$ cat config.mk
export PLATFORM = sky130hd
export DESIGN_NAME = btn_debounce
export DESIGN_NICKNAME = d
export VERILOG_FILES = /design/src/rtl/btn_debounce_pkg.sv /design/src/rtl/sync_ff.sv /design/src/rtl/btn_debounce.sv
export VERILOG_INCLUDE_DIRS = /design/src /design/src/rtl
export SDC_FILE = /design/constraint.sdc
export NUM_CORES = 1
export LEC_CHECK = 0
export ABC_AREA = 1
export BUFFER_PORTS_ARGS = -buffer_cell sky130_fd_sc_hd__buf_2
export CAP_MARGIN = 20
export CORE_AREA = 4 4 42 44
export DETAILED_ROUTE_END_ITERATION = 16
export DIE_AREA = 0 0 46 48
export PLACE_DENSITY = 0.46
export SYNTH_ARGS = -nofsm -noshare
export SYNTH_HDL_FRONTEND = slang
export SYNTH_SLANG_ARGS = --single-unit
$ cat constraint.sdc
create_clock -name clk -period 1.4 [get_ports clk]
set_input_delay 0.07 -clock clk [delete_from_list [all_inputs] [get_ports clk]]
set_output_delay 0.07 -clock clk [all_outputs]
set_load 0.05 [all_outputs]
$ cat src/rtl/btn_defs.v
// btn_defs: state encodings shared by the debouncer and the long-press logic.
`ifndef BTN_DEFS_V
`define BTN_DEFS_V
`define BTN_IDLE         2'd0
`define BTN_PRESS_WAIT   2'd1
`define BTN_PRESSED      2'd2
`define BTN_RELEASE_WAIT 2'd3
`endif

$ cat src/rtl/btn_debounce_pkg.sv
// btn_debounce_pkg: debouncer FSM state type built on the shared encodings.
package btn_debounce_pkg;
`include "btn_defs.v"
   typedef enum logic [1:0] {
      IDLE         = `BTN_IDLE,
      PRESS_WAIT   = `BTN_PRESS_WAIT,
      PRESSED      = `BTN_PRESSED,
      RELEASE_WAIT = `BTN_RELEASE_WAIT
   } state_t;
endpackage

$ cat src/rtl/sync_ff.sv
// sync_ff: STAGES-deep synchronizer with asynchronous active-low reset.
module sync_ff #(
   parameter int STAGES = 2
) (
   input  logic clk,
   input  logic arst_n,
   input  logic d,
   output logic q
);
   logic [STAGES-1:0] ff;
   always_ff @(posedge clk or negedge arst_n)
      if (!arst_n) ff <= '0;
      else         ff <= {ff[STAGES-2:0], d};
   assign q = ff[STAGES-1];
endmodule

$ cat src/rtl/btn_debounce.sv
// btn_debounce: synchronizes and debounces a push-button, emitting press and release pulses.
module btn_debounce
   import btn_debounce_pkg::*;
#(
   parameter int DEBOUNCE_CYCLES = 4,
   parameter int SYNC_STAGES     = 2
) (
   input  logic clk,
   input  logic i_arst_n,
   input  logic i_sclr,
   input  logic i_btn,
   output logic o_level,
   output logic o_en,
   output logic o_release
);
   localparam int CNT_W = $clog2(DEBOUNCE_CYCLES + 1);
   localparam logic [CNT_W-1:0] LAST = CNT_W'(DEBOUNCE_CYCLES - 1);
   localparam logic [CNT_W-1:0] ONE  = CNT_W'(1);
   state_t           state;
   logic [CNT_W-1:0] cnt;
   logic             btn_s;
   sync_ff #(.STAGES(SYNC_STAGES)) u_sync (
      .clk    (clk),
      .arst_n (i_arst_n),
      .d      (i_btn),
      .q      (btn_s)
   );
   // The counter only advances below LAST, so it can never wrap.
   always_ff @(posedge clk or negedge i_arst_n)
      if (!i_arst_n) begin
         state     <= IDLE;
         cnt       <= '0;
         o_level   <= 1'b0;
         o_en      <= 1'b0;
         o_release <= 1'b0;
      end else if (i_sclr) begin
         state     <= IDLE;
         cnt       <= '0;
         o_level   <= 1'b0;
         o_en      <= 1'b0;
         o_release <= 1'b0;
      end else begin
         o_en      <= 1'b0;
         o_release <= 1'b0;
         case (state)
            IDLE: begin
               state <= btn_s ? PRESS_WAIT : IDLE;
               cnt   <= btn_s ? ONE : '0;
            end
            PRESS_WAIT:
               if (!btn_s) begin
                  state <= IDLE;
                  cnt   <= '0;
               end else if (cnt == LAST) begin
                  state   <= PRESSED;
                  cnt     <= '0;
                  o_level <= 1'b1;
                  o_en    <= 1'b1;
               end else cnt <= cnt + ONE;
            PRESSED: begin
               state <= btn_s ? PRESSED : RELEASE_WAIT;
               cnt   <= btn_s ? '0 : ONE;
            end
            RELEASE_WAIT:
               if (btn_s) begin
                  state <= PRESSED;
                  cnt   <= '0;
               end else if (cnt == LAST) begin
                  state     <= IDLE;
                  cnt       <= '0;
                  o_level   <= 1'b0;
                  o_release <= 1'b1;
               end else cnt <= cnt + ONE;
         endcase
      end
endmodule

==> flow_metrics.tcl, run 1 <==
set metrics [dict create \
    port_buffers 6 \
    finalCritPeriodShare 0.801 \
    maxSlewHeadroom 0.835 \
    clk_root_buffer_cell "clkbuf_4" \
    grt_util_all_layers 0.0908 \
    cts.sinks 10 \
    hold_viol_final 0 \
    final_cells 78 \
    required_ns 1.57 \
    synth.distinct_cells 12 \
    core_area_sq_um 1440 \
    p_leak_nw 0.299 \
    max-cap-violations 0 \
    h-tree-depth 1 \
    peakVddDrop_mv 0.506 \
    grt_pass1_vias 341 \
    grtUsageMet3 0.0226 \
    cp_slowest_cell "dfrtp_1" \
    syn-cell-area_sq_um 435 \
    drc_errors 0 \
    cts_max_path_buffers 2 \
    fin_crit_ns 1.12 \
    yosysSeqAreaShare 0.575 \
    worst-slew-pin-transition_ns 0.249 \
    clk_latency_ns 0.26 \
    die_y_um 48 \
    whs_path_depth 2 \
    synth_top_area_share 0.575 \
    grt_max_degree 11 \
    syn-num-nets 55 \
    avgSynthCellArea_sq_um 8.71 \
    critPathMaxFanout 5 \
    dp_hpwl_um 560 \
    min_from "i_sclr" \
    die_area_sq_um 2210 \
    power_density_nw_per_um2 1140 \
    drive_above_1_share 0.226 \
    cts_resized 0 \
    start_kind "flop" \
    cts_buffers 3 \
    reg2reg_depth 4 \
    holdPathEnd "cnt[2]" \
    area_delta_synth_final_pct 24.4 \
    rsz0062_at_grt "false" \
    drt_iter0_drc 4 \
    drtAntennaViolNets 0 \
    synth.area.top_cells "dfrtp_1, nand2_1, inv_1, nor2_1, nand3_1" \
    wirelength_um 769 \
    min_path_type "in2reg" \
    gp_congestion 0.719 \
    antenna_cells 0 \
    cts_tree "yes" \
    critPathMaxStageDelay_ns 0.39 \
    cts_setup_buffers 0 \
    grt_first_pass_wirelength_mm 1.40 \
    finClkSkew_ns 0.00237 \
    wl_per_cell_um 9.86 \
    outcome "completed" \
    endpoint_kind "flop" \
    drv_slew 0 \
    antenna_found_initial 0 \
    place_inst 72 \
    r2r_setup_slack_ns 0.28 \
    r2r-end "cnt[0]" \
    r2r-start "cnt[0]" \
    met2_usage 0.137 \
    worstPathArrival_ns 1.29 \
    worstPathCellList "ha_1, nand2_1, nor2_4, nor3_1" \
    fmaxAchievable_mhz 892 \
    fin_nets 68 \
    die_w_um 46 \
    syn_inst 50 \
    overflow 0 \
    yosys_register_bits 10 \
    setup_viol 0 \
    crit_type "reg2reg" \
    synth_warnings 0 \
    vias 356 \
    grtUsageMet1 0.111 \
    io-pin-count 7 \
    vias_per_cell 4.56 \
    mostFrequentLayoutCell "nand2_1" \
    fp-row-count 14 \
    path_clk_slew_ns 0.06 \
    initial_core_util 0.303 \
    yosysTopAreaCell "dfrtp_1" \
    firstDrtPassIters 4 \
    final_cell_mix "nand2_1, dfrtp_1, inv_1" \
    fin_tns_setup_ns 0 \
    grt_busiest_layer "met2" \
]
## registers in the layout (all words and copies together) (netlist names)
signal,cells
cnt,3
o_en,1
o_level,1
o_release,1
state,2
u_sync.ff,2
## power by group
group	leakage (nW)	switching, mW	total (mW)	internal (mW)
logic	0.146	0.0294	0.0481	0.0187
clock network	0.0210	0.102	0.260	0.158
registers	0.132	0.00987	0.310	0.300
total	0.299	0.141	0.617	0.476
## cells by family (layout without fill, tap and decap cells)
group                    count (synthesis)  count (layout)  synth area share
buffers and inverters                    8              20            0.0690
AO/OA/AOI/OAI                            1               1            0.0115
adder cells (fa/ha/maj)                  1               1            0.0287
AND/OR/NAND/NOR                         30              30             0.316
flip-flops                              10              10             0.575
## cell type report
type,instances,area [sq um]
Inverter,8,30.0
Fill cell,156,895
Sequential cell,10,250
Tap cell,16,20.0
Clock buffer,4,36.3
Timing Repair Buffer,8,50.0
Multi-Input combinational cell,32,155
## worst max path at each step
stage                     cells past startpoint      to  startpoint  slack, ns
after floorplan                               3  cnt[2]      cnt[0]       0.34
after global placement                        4  cnt[0]      cnt[0]       0.31
after detailed placement                      3  cnt[2]      cnt[0]       0.29
after CTS                                     4  cnt[0]      cnt[0]       0.25
after global routing                          4  cnt[0]      cnt[0]       0.19
final                                         4  cnt[0]      cnt[0]       0.28
## synth_stat cells
| library cell | n |
|---|---|
| inv_1 | 7 |
| nor2_4 | 1 |
| or2_2 | 1 |
| nor2_1 | 5 |
| o21ai_0 | 1 |
| nand3_1 | 3 |
| nor3_1 | 3 |
| inv_2 | 1 |
| ha_1 | 1 |
| nand2_1 | 16 |
| dfrtp_1 | 10 |
| nand3b_2 | 1 |
## what timing repair did
action / 4_1_cts / 5_1_grt
setup endpoints to repair: 0 / 0
hold buffers: 2 / 0
hold endpoints to repair: 11 / 0
## stage by stage
stage / instance area [sq um] / hold slack [ns] / setup slack [ns] / util / total power, mW
after CTS: 542 / 0.0157 / 0.251 / 0.377 / 0.626
after global routing: 542 / 0.0235 / 0.187 / 0.377 / 0.645
after floorplan: 435 / -0.226 / 0.336 / - / 0.342
final: 542 / 0.0148 / 0.279 / 0.377 / 0.617
after global placement: 485 / -0.0507 / 0.313 / 0.338 / 0.361
after detailed placement: 485 / -0.0524 / 0.291 / 0.338 / 0.360
## critical path: cells and delay by family (launching register included)
kind                     cells  cell delay (ns)
adder cells (fa/ha/maj)      1             0.20
flip-flops                   1             0.39
AND/OR/NAND/NOR              3             0.45
## per-layer routing
layer / up-vias / wire (um)
met3: 4 / 36
met5: - / 0
met1: 168 / 359
met4: 0 / 26
li1: 177 / -
met2: 7 / 347
(Power assumes the default switching activity.)
==> run 2, diff against run 1 <==
PLACE_DENSITY = 0.48   (was 0.46)
clock period = 1 ns   (was 1.4 ns; I/O delays follow)
==> run 2 against run 1 <==
- clock-buffer cell count did not move
- sequential power up 41%
- hold slack better by 0.054 ns
- setup slack lost 0.29 ns
- first-iteration DRC count up 25%
- highest routed layer unchanged
- the flow now finishes with violations (setup timing)
- utilization is 4.4 points higher
==> flow_metrics.tcl, run 2 (same netlist as run 1, synthesis figures left out) <==
set metrics [dict create \
    outcome "finished, violations left" \
    fill_cells 151 \
    r2r_setup_slack_ns -0.006 \
    fin_nets 71 \
    endpoint_kind "flop" \
    largest_reg_flops 3 \
    port_buffers 6 \
    required_ns 1.15 \
    min_path_type "in2reg" \
    drc_errors 0 \
    holdPathEnd "o_level" \
    hold_viol_final 0 \
    drive_above_1_share 0.323 \
    peakVddDrop_mv 0.794 \
    firstDrtPassIters 4 \
    dp_hpwl_um 616 \
    wl_per_cell_um 9.94 \
    antenna_cells 0 \
    multi_input_area_sq_um 190 \
    cts_setup_buffers 0 \
    placed_area_sq_um 498 \
    clk_latency_ns 0.26 \
    clk_root_buffer_cell "clkbuf_4" \
    fin_tns_setup_ns -0.00590 \
    fin_crit_ns 1.01 \
    wirelength_um 805 \
    violations "setup timing" \
    whs_path_depth 4 \
    gp_congestion 0.700 \
    reg.largest.list "cnt x3, state x2, u_sync.ff x2" \
    setup_ws_ns -0.00590 \
    die_area_sq_um 2210 \
    finClkSkew_ns 0.00342 \
    min_from "i_sclr" \
    p_leak_nw 0.316 \
    power_density_nw_per_um2 1450 \
    antenna_found_initial 0 \
    start_kind "flop" \
    drt_iter0_drc 5 \
    die_y_um 48 \
    reg2reg_depth 6 \
    rsz0062_at_grt "true" \
    core_area_sq_um 1440 \
    cts_buffers 3 \
    initial_core_util 0.303 \
    worstPathArrival_ns 1.16 \
    finalCritPeriodShare 1.01 \
    crit_type "reg2reg" \
    die_w_um 46 \
    fmaxAchievable_mhz 994 \
    path_clk_slew_ns 0.06 \
    cts.sinks 10 \
    io-pin-count 7 \
    r2r-end "o_level" \
    largest-register "cnt" \
    area_delta_synth_final_pct 38.8 \
    final_cell_mix "nand2_1, dfrtp_1, inv_1, buf_2, nor2_1" \
    maxSlewHeadroom 0.833 \
    vias 360 \
    critPathMaxFanout 5 \
    r2r-start "cnt[0]" \
    grt_pass1_vias 349 \
    drtAntennaViolNets 0 \
    mostFrequentLayoutCell "nand2_1" \
    max-cap-violations 0 \
    grt_util_all_layers 0.0939 \
    final_area_sq_um 604 \
    cts_tree "yes" \
    worst-slew-pin-transition_ns 0.252 \
    final_core_util 0.421 \
    cts_max_path_buffers 2 \
    grt_first_pass_wirelength_mm 1.41 \
    overflow 0 \
    seq_area_sq_um 250 \
    vias_per_cell 4.44 \
    grt_max_degree 11 \
    drv_slew 0 \
    fp-row-count 14 \
    setup_viol 1 \
    h-tree-depth 1 \
]
==> run 2: changes by cell type in the layout (fill, tap and decap cells not counted), sizes merged <==
cell and change:
dlygate4sd3 +2, buf +1
==> run 2: worst max-delay path by stage <==
stage,endpoint,start,depth (start not counted),slack (ns)
after floorplan,o_level,cnt[0],6,-0.003
after global placement,o_level,cnt[0],6,-0.08
after detailed placement,o_level,cnt[0],6,-0.12
after CTS,o_level,cnt[0],6,-0.06
after global routing,o_level,cnt[1],6,-0.10
final,o_level,cnt[0],6,-0.006
==> run 2: routing by layer <==
metal,global-route usage,up-vias,routed length [um]
met5,0,-,0
met4,0.0682,0,21
met3,0.0301,2,37
met1,0.120,169,351
met2,0.132,7,395
li1,-,182,-
==> run 2: what timing repair did <==
action | 4_1_cts | 5_1_grt
setup endpoints to repair | 8 | 8
gates resized for setup | 5 | 3
hold buffers | 4 | 0
endpoints found under the hold margin | 12 | 0
pin swaps | 5 | 2
==> run 2: stage by stage <==
step	std cells	setup WS (ns)	power [mW]	hold WS [ns]
2_1_floorplan	50	-0.00284	0.478	-0.246
5_1_grt	81	-0.102	0.929	0.0871
6_report	81	-0.00590	0.877	0.0691
3_5_place_dp	73	-0.116	0.508	-0.0738
3_3_place_gp	73	-0.0833	0.508	-0.0779
4_1_cts	81	-0.0581	0.895	0.0615
==> run 2: final cells by class <==
class	instances	area share
sequential	10	0.414
multi-input combinational	32	0.315
timing repair buffer	11	0.128
clock buffer	4	0.0600
inverter	8	0.0497
tap	16	0.0331
==> run 2: power by group <==
part | switching [mW] | internal, mW
sequential | 0.0165 | 0.420
combinational | 0.0471 | 0.0364
clock | 0.136 | 0.221
==> run 2: critical path, stage by stage, from the launching register on <==
cell	delay (ns)
dfrtp_1	0.38
ha_4	0.16
nand2_4	0.06
nor2_4	0.13
nand2_1	0.07
nand2_1	0.05
nand2_1	0.04
==> run 3, diff against run 2 <==
GPL_TIMING_DRIVEN = 0   (was unset)
==> run 3 against run 2 <==
- utilization grew 0.35 points
- the run now ends clean
- clock-buffer cell count is the same
- sequential power is essentially flat
- clock skew shrank 0.0028 ns
- clock power is essentially flat
==> flow_metrics.tcl, run 3 (same netlist as run 1, synthesis figures left out) <==
set metrics [dict create \
    crit_type "reg2reg" \
    cp_num_buf_inv 0 \
    grt_util_all_layers 0.0886 \
    cts_buffers 3 \
    endpoint_kind "flop" \
    worstSetupPathDepth 6 \
    antenna_cells 0 \
    crit_top_cell "nand2_1" \
    pwr-share-comb 0.105 \
    min_path_type "in2async" \
    drc_errors 0 \
    switchingPower_mw 0.203 \
    drtAntennaViolNets 0 \
    power_density_nw_per_um2 1450 \
    largest_reg_flops 3 \
    outcome "completed" \
    final_cell_mix "nand2_1, dfrtp_1, buf_2" \
    fp-row-count 14 \
    cp_slowest_cell "dfrtp_1" \
    clk_root_buffer_cell "clkbuf_4" \
    overflow 0 \
    hold_viol_final 0 \
    critPathMaxFanout 5 \
    vias 354 \
    clk_latency_ns 0.26 \
    drv_slew 0 \
    grt_pass1_vias 351 \
    fin_crit_ns 1.00 \
    fmaxAchievable_mhz 1000 \
    endpoint "o_level" \
    gp_congestion 0.757 \
    port_buffers 6 \
    p_int_mw 0.682 \
    io-pin-count 7 \
    fill_cells 153 \
    area_delta_synth_final_pct 39.9 \
    rsz0062_at_grt "true" \
    cts.sinks 10 \
    worstPathCellList "ha_4, nand2_4, nor2_4, nand2_1, nand2_1, nand2_1" \
    placed_area_sq_um 490 \
    critPathMaxStageDelay_ns 0.38 \
    die_area_sq_um 2210 \
    p_leak_nw 0.313 \
    pwr-share-seq 0.496 \
    path_clk_slew_ns 0.06 \
    r2r-start "cnt[0]" \
    vias_per_cell 4.37 \
    die_y_um 48 \
    worstPathArrival_ns 1.15 \
    switching_share 0.229 \
    mostFrequentLayoutCell "nand2_1" \
    drive_above_1_share 0.415 \
    r2r_setup_slack_ns 0.0003 \
    holdWs_ns 0.170 \
    maxSlewHeadroom 0.833 \
    wl_per_cell_um 9.89 \
    initial_core_util 0.303 \
    wirelength_um 801 \
    r2r-end "o_level" \
    required_ns 1.15 \
    h-tree-depth 1 \
    finalCritPeriodShare 1.00 \
    max-cap-violations 0 \
    fin_nets 71 \
    dp_hpwl_um 583 \
    grt_first_pass_wirelength_mm 1.36 \
    reg2reg_depth 6 \
    finClkSkew_ns 0.000660 \
    final_area_sq_um 609 \
    die_w_um 46 \
    p_clk_frac 0.400 \
    grt_max_degree 11 \
    worst-slew-pin-transition_ns 0.252 \
    setup_viol 0 \
    critPathTopFamily "flip-flops" \
    cts_tree "yes" \
    fin_tns_setup_ns 0 \
    largest-register "cnt" \
    antenna_found_initial 0 \
    reg.largest.list "cnt x3, state x2, u_sync.ff x2" \
    core_area_sq_um 1440 \
    peakVddDrop_mv 0.767 \
    crit_start "cnt[0]" \
    cts_max_path_buffers 2 \
    drt_iter0_drc 3 \
    start_kind "flop" \
    firstDrtPassIters 4 \
]
run 3: changes by cell type in the layout (fill, tap and decap cells not counted):
cell and change:
nand2_1 -3, nand2_2 +3, inv_1 -2, inv_2 +2, buf_4 +1, dlygate4sd3_1 -1
run 3: routing by layer:
layer | wire, um | track usage
met1 | 373 | 0.111
met2 | 398 | 0.129
met3 | 24 | 0.0113
met4 | 5 | 0.0852
met5 | 0 | 0
run 3: worst min path at each step:
stage,cells past startpoint,start,endpoint
final,2,i_arst_n,u_sync.ff[0]
after global routing,2,i_arst_n,u_sync.ff[0]
after CTS,2,i_arst_n,cnt[1]
after detailed placement,1,i_arst_n,u_sync.ff[0]
after global placement,1,i_arst_n,u_sync.ff[0]
after floorplan,0,i_arst_n,cnt[0]
run 3: per-stage QoR:
| step | worst slack, ns | power (mW) | std cells | util |
|---|---|---|---|---|
| 6_report | 0.000269 | 0.884 | 81 | 0.424 |
| 5_1_grt | -0.0947 | 0.932 | 81 | 0.424 |
| 4_1_cts | -0.0626 | 0.880 | 80 | 0.402 |
| 3_5_place_dp | -0.0877 | 0.505 | 72 | 0.341 |
| 3_3_place_gp | -0.0987 | 0.504 | 72 | 0.341 |
| 2_1_floorplan | -0.00284 | 0.478 | 50 | - |
run 3: timing repair:
item / 4_1_cts / 5_1_grt
pin swaps: 5 / 6
setup endpoints to repair: 7 / 8
hold endpoints to repair: 12 / 0
gates resized for setup: 5 / 8
hold buffers: 3 / 0
buffers inserted: 1 / 1
run 3: power by group through the flow:
stage	sequential, mW	clock, mW	combinational [mW]
floorplan	0.438	0	0.0405
global placement	0.441	0	0.0625
detailed placement	0.441	0	0.0636
CTS	0.434	0.367	0.0782
global route	0.439	0.385	0.108
finish	0.438	0.354	0.0924
run 3: worst register-to-register path: stages, from the launching register on:
cell and delay (ns):
dfrtp_1 0.38, ha_4 0.16, nand2_4 0.06, nor2_4 0.13, nand2_1 0.07, nand2_1 0.06, nand2_1 0.04
run 3: cell type report:
type | instances | area, sq um | share of cell area
flip-flops and latches | 10 | 250 | 0.411
multi-input cells | 32 | 198 | 0.324
repair buffers | 11 | 75.1 | 0.123
clock buffers | 4 | 36.3 | 0.0595
inverters | 8 | 30.0 | 0.0493
well taps | 16 | 20.0 | 0.0329
